==> src/rtl/kernel_bram_loader.sv <==
// Packs a 16-bit weight stream into 144-bit 3x3 kernel words and writes one word per
// channel into kernel BRAM port A, reporting busy/done/err to the layer controller.
//
// state   | meaning
// IDLE    | waiting for start, stream not accepted
// LOAD    | accepting weights into the pack register
// WRITE   | one-cycle BRAM write of the packed word
// DONE    | one-cycle completion pulse
module kernel_bram_loader #(
    parameter int KERNEL_WIDTH = 16,
    parameter int KERNEL_SIZE  = 9,
    parameter int ADDR_WIDTH   = 8
) (
    input  logic                               clk,
    input  logic                               rst_n,
    input  logic                               start,
    input  logic [ADDR_WIDTH:0]                num_channels,
    input  logic [KERNEL_WIDTH-1:0]            s_axis_tdata,
    input  logic                               s_axis_tvalid,
    output logic                               s_axis_tready,
    input  logic                               s_axis_tlast,
    output logic                               ena_kernel_BRAM,
    output logic                               wea_kernel_BRAM,
    output logic [ADDR_WIDTH-1:0]              kernel_BRAM_addra,
    output logic [KERNEL_WIDTH*KERNEL_SIZE-1:0] kernel_BRAM_dina,
    output logic                               busy,
    output logic                               done,
    output logic                               err
);

    localparam int CNT_W  = ADDR_WIDTH + 1;
    localparam int BEAT_W = $clog2(KERNEL_SIZE);
    localparam int WORD_W = KERNEL_WIDTH * KERNEL_SIZE;
    localparam logic [CNT_W-1:0]  MAX_CH    = CNT_W'(1) << ADDR_WIDTH;
    localparam logic [BEAT_W-1:0] LAST_BEAT = BEAT_W'(KERNEL_SIZE - 1);

    typedef enum logic [1:0] {S_IDLE, S_LOAD, S_WRITE, S_DONE} state_t;

    state_t              state_q, state_d;
    logic [CNT_W-1:0]    num_q, num_d;
    logic [CNT_W-1:0]    chan_q, chan_d;
    logic [BEAT_W-1:0]   beat_q, beat_d;
    logic [WORD_W-1:0]   pack_q, pack_d;
    logic                err_q, err_d;
    logic                wr_q, wr_d;
    logic                busy_q, busy_d;
    logic                done_q, done_d;

    logic [CNT_W-1:0]    num_clamped;
    logic                accept;
    logic                last_chan;
    logic                last_beat;

    assign num_clamped = (num_channels > MAX_CH) ? MAX_CH : num_channels;
    assign accept      = (state_q == S_LOAD) && s_axis_tvalid;
    assign last_chan   = (chan_q == num_q - CNT_W'(1));
    assign last_beat   = (beat_q == LAST_BEAT);

    always_comb begin
        state_d = state_q;
        num_d   = num_q;
        chan_d  = chan_q;
        beat_d  = beat_q;
        pack_d  = pack_q;
        err_d   = err_q;
        case (state_q)
            S_IDLE: begin
                if (start) begin
                    num_d   = num_clamped;
                    chan_d  = '0;
                    beat_d  = '0;
                    err_d   = 1'b0;
                    state_d = (num_clamped == '0) ? S_DONE : S_LOAD;
                end
            end
            S_LOAD: begin
                if (accept) begin
                    for (int k = 0; k < KERNEL_SIZE; k++) begin
                        if (beat_q == BEAT_W'(k)) pack_d[k*KERNEL_WIDTH +: KERNEL_WIDTH] = s_axis_tdata;
                    end
                    beat_d = beat_q + BEAT_W'(1);
                    // tlast anywhere but the final beat of the final channel aborts the set
                    if (s_axis_tlast && !(last_chan && last_beat)) begin
                        err_d   = 1'b1;
                        state_d = S_DONE;
                    end else if (last_beat) begin
                        if (last_chan && !s_axis_tlast) err_d = 1'b1;
                        state_d = S_WRITE;
                    end
                end
            end
            S_WRITE: begin
                chan_d  = chan_q + CNT_W'(1);
                beat_d  = '0;
                state_d = last_chan ? S_DONE : S_LOAD;
            end
            S_DONE: begin
                state_d = S_IDLE;
            end
            default: state_d = S_IDLE;
        endcase
        wr_d   = (state_d == S_WRITE);
        busy_d = (state_d != S_IDLE);
        done_d = (state_d == S_DONE);
    end

    always_ff @(posedge clk or negedge rst_n) begin
        if (!rst_n) begin
            state_q <= S_IDLE;
            num_q   <= '0;
            chan_q  <= '0;
            beat_q  <= '0;
            pack_q  <= '0;
            err_q   <= 1'b0;
            wr_q    <= 1'b0;
            busy_q  <= 1'b0;
            done_q  <= 1'b0;
        end else begin
            state_q <= state_d;
            num_q   <= num_d;
            chan_q  <= chan_d;
            beat_q  <= beat_d;
            pack_q  <= pack_d;
            err_q   <= err_d;
            wr_q    <= wr_d;
            busy_q  <= busy_d;
            done_q  <= done_d;
        end
    end

    assign s_axis_tready     = (state_q == S_LOAD);
    assign ena_kernel_BRAM   = wr_q;
    assign wea_kernel_BRAM   = wr_q;
    assign kernel_BRAM_addra = chan_q[ADDR_WIDTH-1:0];
    assign kernel_BRAM_dina  = pack_q;
    assign busy              = busy_q;
    assign done              = done_q;
    assign err               = err_q;

endmodule

==> config.mk <==
export PLATFORM = sky130hd
export DESIGN_NAME = kernel_bram_loader
export DESIGN_NICKNAME = d
export VERILOG_FILES = /design/src/rtl/kernel_bram_loader.sv
export SDC_FILE = /design/constraint.sdc
export NUM_CORES = 1
export LEC_CHECK = 0
export CAP_MARGIN = 20
export CORE_MARGIN = 2
export CORE_UTILIZATION = 52
export CTS_BUF_LIST = sky130_fd_sc_hd__clkbuf_16
export DETAILED_ROUTE_END_ITERATION = 10
export PLACE_DENSITY_LB_ADDON = 0.25
export SLEW_MARGIN = 20
export SYNTH_ARGS = -nofsm -noshare
export SYNTH_HDL_FRONTEND = slang
export SYNTH_SLANG_ARGS = --single-unit
==> constraint.sdc <==
create_clock -name clk -period 5.81 [get_ports clk]
set_input_delay 0.581 -clock clk [delete_from_list [all_inputs] [get_ports clk]]
set_output_delay 0.581 -clock clk [all_outputs]
set_load 0.005 [all_outputs]
==> flow_summary.toml, run 1 <==
[sta]
fin_crit_sh_pct = 48.45
setup_slack_ps = 2995
slew_viol_final = 0
rsz0062_at_grt = "no"
setup_violations = 0
fin_worst_skew_ps = 4.551
period_needed_ps = 2815
finalSetupTns_ps = 0
tightest_slew_ps = 1054
relSlewSlack_pct = 29.55
hold_viol_final = 0
fmax_mhz = 355.2

[finish]
n_antenna_cell = 0
fillerInstances = 889
fin_nets = 723
drive_gt1_share_pct = 26.00
area_delta_synth_final_pct = 35.95

[logic_synthesis]
netlist_area_sq_um = 7086
synth_common_cells = "dfrtp_1 (172), mux2_2 (145), nand2_1 (23)"
synth_top_area_share_pct = 60.75
yosys_warnings = 0
netlist-cell-type-count = 42
seq_area_frac_synth_pct = 60.75
async_reset_ff_share_pct = 100.0
syn-num-nets = 549
syn_inst = 513
yosys-top-cells-area = "dfrtp_1 (61%), mux2_2 (23%), o21ai_0 (1.4%)"
avgSynthCellArea_sq_um = 13.81
yosysMostFrequentCell = "dfrtp_1"
synth_edf_count = 0
synth_top_cell_by_area = "dfrtp_1"
synth_seq_cells = 172
synth_top_flop_cell = "dfrtp_1"

[clock_tree]
numClockSinks = 172
cts_tree = "built"
hold_buffers = 0
root_buffer = "clkbuf_16"
clkTransAtPathRegs_ps = 60
cts_setup_buffers = 0
clk_path_buf_depth = 2
cts-htree-levels = 4
cts_inserted_buffers = 17
clock_latency_ps = 430
cts.repair.resized = 0

[setup_path]
reg2reg_from = "state_q[0]"
reg2reg_to = "kernel_BRAM_dina[97]"
path_class = "in -> reg"
endpoint_kind = "flip-flop"
path_buf_inv = 1
cpMostUsedCell = "nor2_1"
cp_slowest_cell = "and2_1"
cpPeakStageDelay_ps = 800
path_cells = "clkdlybuf4s50_1 -> nand2b_1 -> nor2_1 -> nand2_1 -> nor2_1 -> and2_1 -> mux2_2"
crit_start = "s_axis_tvalid"
cpLargestDelayFamily = "simple AND/OR/NAND/NOR gates"
crit_cells = 7
rr_worst_depth = 6
critPathMaxFanout = 16
ff2ff_setup_slack_ps = 3020
cp.required_ps = 6120
startpoint_type = "primary input"
cp.arrival_ps = 3130

[place]
dp_slack_ps = 2607
portBuffers = 187
dp_hpwl_um = 11900
gp_congestion = 0.8408

[floorplanning]
die_area_sq_um = 14580
initial_utilization_pct = 53.29
die_y_um = 120.7
placementRows = 42
io_pins = 188
die_w_um = 120.7
coreArea_sq_um = 13300

[hold_path]
min_path_type = "in -> async"

[detailed_routing]
drc_errors = 0
vias = 4825
vias_per_cell = 5.508
routed_wl_um = 17640
wl_met3_um = 1315
routed-wl-met2_um = 8893
ant_nets = 0
drt_iter0_markers = 322
met1_length_um = 7116
wl_per_cell_um = 20.14
top_layer_used = "met4"
dr.pass1.iters = 4

[grt]
grt_max_degree = 118
antenna_found_initial = 0
grt-ovfl-total = 0
grt_pass1_vias = 5024
grt_usage_pct = 25.41
grt_pass1_wl_um = 27730

[power_and_ir_drop]
power_uw = 5253
pwr_density_cell_nw_per_um2 = 545.3
ir_drop_mv = 0.2978
leakagePower_uw = 0.004227

[run]
maxCapViolations = 0

[outcome]
outcome = "complete, no violations"
how the worst max path moves through the flow:
| stage | to | slack [ps] |
|---|---|---|
| 5_1_grt | kernel_BRAM_dina[97] | 2840 |
| 3_3_place_gp | kernel_BRAM_dina[90] | 2690 |
| 6_report | kernel_BRAM_dina[97] | 3000 |
| 4_1_cts | kernel_BRAM_dina[97] | 3040 |
| 3_5_place_dp | kernel_BRAM_dina[110] | 2610 |
| 2_1_floorplan | err | 3320 |
through the flow:
stage | hold WS, ps | area [sq um] | utilization [%] | instances
2_1_floorplan | 285.4 | 7086 | - | 513
3_5_place_dp | 493.9 | 9024 | 67.87 | 844
6_report | 272.9 | 9633 | 72.45 | 876
4_1_cts | 354.7 | 9630 | 72.44 | 876
3_3_place_gp | 487.5 | 9024 | 67.87 | 844
5_1_grt | 343.6 | 9633 | 72.45 | 876
per-layer routing:
metal | vias up | GRT usage, %
li1 | 2166 | -
met5 | - | 0
met4 | 0 | 8.939
met3 | 24 | 9.104
met2 | 160 | 41.74
met1 | 2475 | 31.15
cells by family (layout without fill, tap and decap cells):
kind of cell	after synthesis	in the layout	share of synthesized area, %
AND/OR/NAND/NOR	93	93	6.922
multiplexers	146	146	23.19
flip-flops	172	172	60.75
AO/OA/AOI/OAI	44	44	3.867
buffers and inverters	39	226	2.613
XOR/XNOR	13	13	1.607
adder cells (fa/ha/maj)	6	6	1.059
flip-flops by register name, indices dropped and copies added (netlist names):
name	cells
beat_q	4
busy	1
chan_q	9
done	1
ena_kernel_BRAM	1
err	1
kernel_BRAM_dina	144
num_q	9
state_q	2
power breakdown:
group,switching (uW),internal [uW],total [uW]
sequential,354,1700,2060
clock,459,712,1170
combinational,707,1320,2030
cell type report:
cell class | instances | area (sq um) | share of cell area, %
clock inverter | 15 | 181.4 | 1.883
tap | 176 | 220.2 | 2.286
clock buffer | 17 | 425.4 | 4.416
inverter | 6 | 22.52 | 0.2338
timing repair buffer | 188 | 1883 | 19.55
sequential | 172 | 4304 | 44.68
multi-input combinational | 302 | 2596 | 26.95
layout by cell type (no fill, tap or decap), types with 3 or more instances in the layout:
master / count
clkdlybuf4s50_1: 186
dfrtp_1: 172
mux2_2: 145
nand2_1: 23
o21ai_0: 20
clkbuf_16: 17
nor2_1: 16
nand3_1: 10
inv_1: 9
nand2b_1: 9
nor3_1: 8
xnor2_1: 7
nand4_1: 6
xor2_1: 6
ha_1: 6
a31oi_1: 4
o211ai_1: 4
a21oi_1: 4
and2_1: 4
bufinv_16: 4
clkinv_2: 4
nor4_1: 3
a22o_1: 3
(Power assumes the default switching activity.)
==> run 2, diff against run 1 <==
--- a/config.mk
+++ b/config.mk
@@ -7,7 +7,7 @@
 export LEC_CHECK = 0
 export CAP_MARGIN = 20
 export CORE_MARGIN = 2
-export CORE_UTILIZATION = 52
+export CORE_UTILIZATION = 49
 export CTS_BUF_LIST = sky130_fd_sc_hd__clkbuf_16
 export DETAILED_ROUTE_END_ITERATION = 10
 export PLACE_DENSITY_LB_ADDON = 0.25
==> constraint.sdc (replaced) <==
create_clock -name clk -period 2.7 [get_ports clk]
set_input_delay 0.27 -clock clk [delete_from_list [all_inputs] [get_ports clk]]
set_output_delay 0.27 -clock clk [all_outputs]
set_load 0.005 [all_outputs]
==> flow_summary.toml, run 2 (synthesized netlist as in run 1, its figures left out) <==
[outcome]
outcome = "complete, no violations"

[setup_path]
endpoint_kind = "flip-flop"
cp.arrival_ps = 2870
startpoint_type = "flip-flop"
cpPeakStageDelay_ps = 580
path_class = "reg -> reg"
critPathMaxFanout = 7
path_cells = "inv_1 -> ha_1 -> inv_1 -> or4b_1 -> a2111oi_4 -> nor3_2 -> or4_1 -> nand3_1"
path_buf_inv = 2
cp.required_ps = 3060
cpLargestDelayFamily = "simple AND/OR/NAND/NOR gates"
cpMostUsedCell = "inv_1"
cp_slowest_cell = "or4b_1"

[floorplanning]
die_y_um = 124.3
placementRows = 43
coreArea_sq_um = 13990
initial_utilization_pct = 50.65
die_area_sq_um = 15440
io_pins = 188
die_w_um = 124.3

[finish]
fin_area_sq_um = 9852
fillerInstances = 996
fin_nets = 748
fin_cells = 905
regArea_sq_um = 4305
mostFrequentLayoutCells = "clkdlybuf4s50_1 (186), dfrtp_1 (171), mux2_2 (145)"
final_common_cell = "clkdlybuf4s50_1"
n_antenna_cell = 0
largest_register_ffs = 144
drive_gt1_share_pct = 28.55
area_delta_synth_final_pct = 39.04
multi_input_area_sq_um = 2620

[sta]
holdWs_ps = 390.3
fmax_mhz = 398.4
tightest_slew_ps = 633.8
rsz0062_at_grt = "no"
period_needed_ps = 2510
fin_crit_sh_pct = 92.96
fin_worst_skew_ps = 9.135
relSlewSlack_pct = 57.74
slew_viol_final = 0
setup_violations = 0
finalSetupTns_ps = 0
hold_viol_final = 0

[clock_tree]
cts_inserted_buffers = 17
clkTransAtPathRegs_ps = 60
numClockSinks = 172
cts-htree-levels = 4
clock_latency_ps = 430
clk_path_buf_depth = 2
root_buffer = "clkbuf_16"
cts_tree = "built"

[power_and_ir_drop]
p_clk_share_pct = 21.2
internal-power_uw = 8024
switchingPower_uw = 3333
seqPwrFrac_pct = 38.9
leakagePower_uw = 0.004335
netSwitchingFraction_pct = 29.34
ir_drop_mv = 0.6225
combPwrFrac_pct = 39.9
pwr_density_cell_nw_per_um2 = 1153

[grt]
grt_pass1_wl_um = 29330
busiest_layer = "met2"
antenna_found_initial = 0
use_met1_pct = 30.09
grt_usage_pct = 24.48
grtUsageMet3_pct = 8.076
grt-ovfl-total = 0
use_met2_pct = 40.95
grt_max_degree = 67
grt_pass1_vias = 5250

[place]
dpl.cell_count = 872
dp_hpwl_um = 12830
placed_cell_area_sq_um = 9234
portBuffers = 187
gp_congestion = 0.8903

[detailed_routing]
dr.pass1.iters = 5
ant_nets = 0
drc_errors = 0
vias = 4910
routed_wl_um = 18120
vias_per_cell = 5.425
wl_per_cell_um = 20.02
drt_iter0_markers = 259

[run]
maxCapViolations = 0

[hold_path]
min_path_type = "in -> async"
run 2: cell count changes in the layout (fill, tap and decap cells not counted), sizes merged:
cell / change
inv: +1
clkbuf: -1
buf: +25
clkinvlp: +3
bufinv: -1
clkinv: -3
dlygate4sd3: +1
run 2: worst paths after layout:
check                                startpoint                    to  slack [ps]  cells after the start
setup reg to reg                       num_q[1]                   err         190                      8
setup / recovery                       num_q[1]                   err         190                      8
hold / removal                            rst_n   kernel_BRAM_dina[0]         390                      2
max in group asynchronous                 rst_n  kernel_BRAM_dina[86]        1430                      3
hold reg to reg            kernel_BRAM_dina[36]  kernel_BRAM_dina[36]         510                      1
min in group clk                num_channels[1]              num_q[1]         440                      3
run 2: repair_timing:
item                                   CTS  global route
buffers inserted                         0             0
hold buffers                             1             0
resized for setup                        1             4
endpoints found under the hold margin   63             0
setup endpoints to repair                1             4
run 2: layout make-up:
| cell class | instances | share of cell area, % |
|---|---|---|
| sequential | 172 | 43.70 |
| multi-input combinational | 302 | 26.59 |
| timing repair buffer | 213 | 21.27 |
| clock buffer | 17 | 4.318 |
| tap | 180 | 2.286 |
| clock inverter | 15 | 1.600 |
| inverter | 6 | 0.2286 |
run 2: power by group through the flow:
stage                     clock (uW)  combinational [uW]  sequential (uW)
after floorplan                    0                1840             4350
after global placement             0                4390             4340
after detailed placement           0                4500             4440
after CTS                       2450                4550             4420
after global routing            2570                4870             4570
final                           2400                4530             4420
run 2: routing by layer:
metal / share of wire (%) / up-vias
met2: 51 / 153
met5: 0 / -
met1: 41 / 2520
met3: 6.7 / 22
li1: - / 2215
met4: 1.8 / 0
run 2: stage by stage:
| step | worst slack [ps] | util (%) | power [uW] |
|---|---|---|---|
| after global routing | 6.593 | 70.43 | 12010 |
| final | 190.0 | 70.43 | 11360 |
| after floorplan | 209.2 | - | 6189 |
| after CTS | 62.94 | 70.26 | 11420 |
| after global placement | 212.8 | 66.01 | 8729 |
| after detailed placement | 148.4 | 66.01 | 8933 |
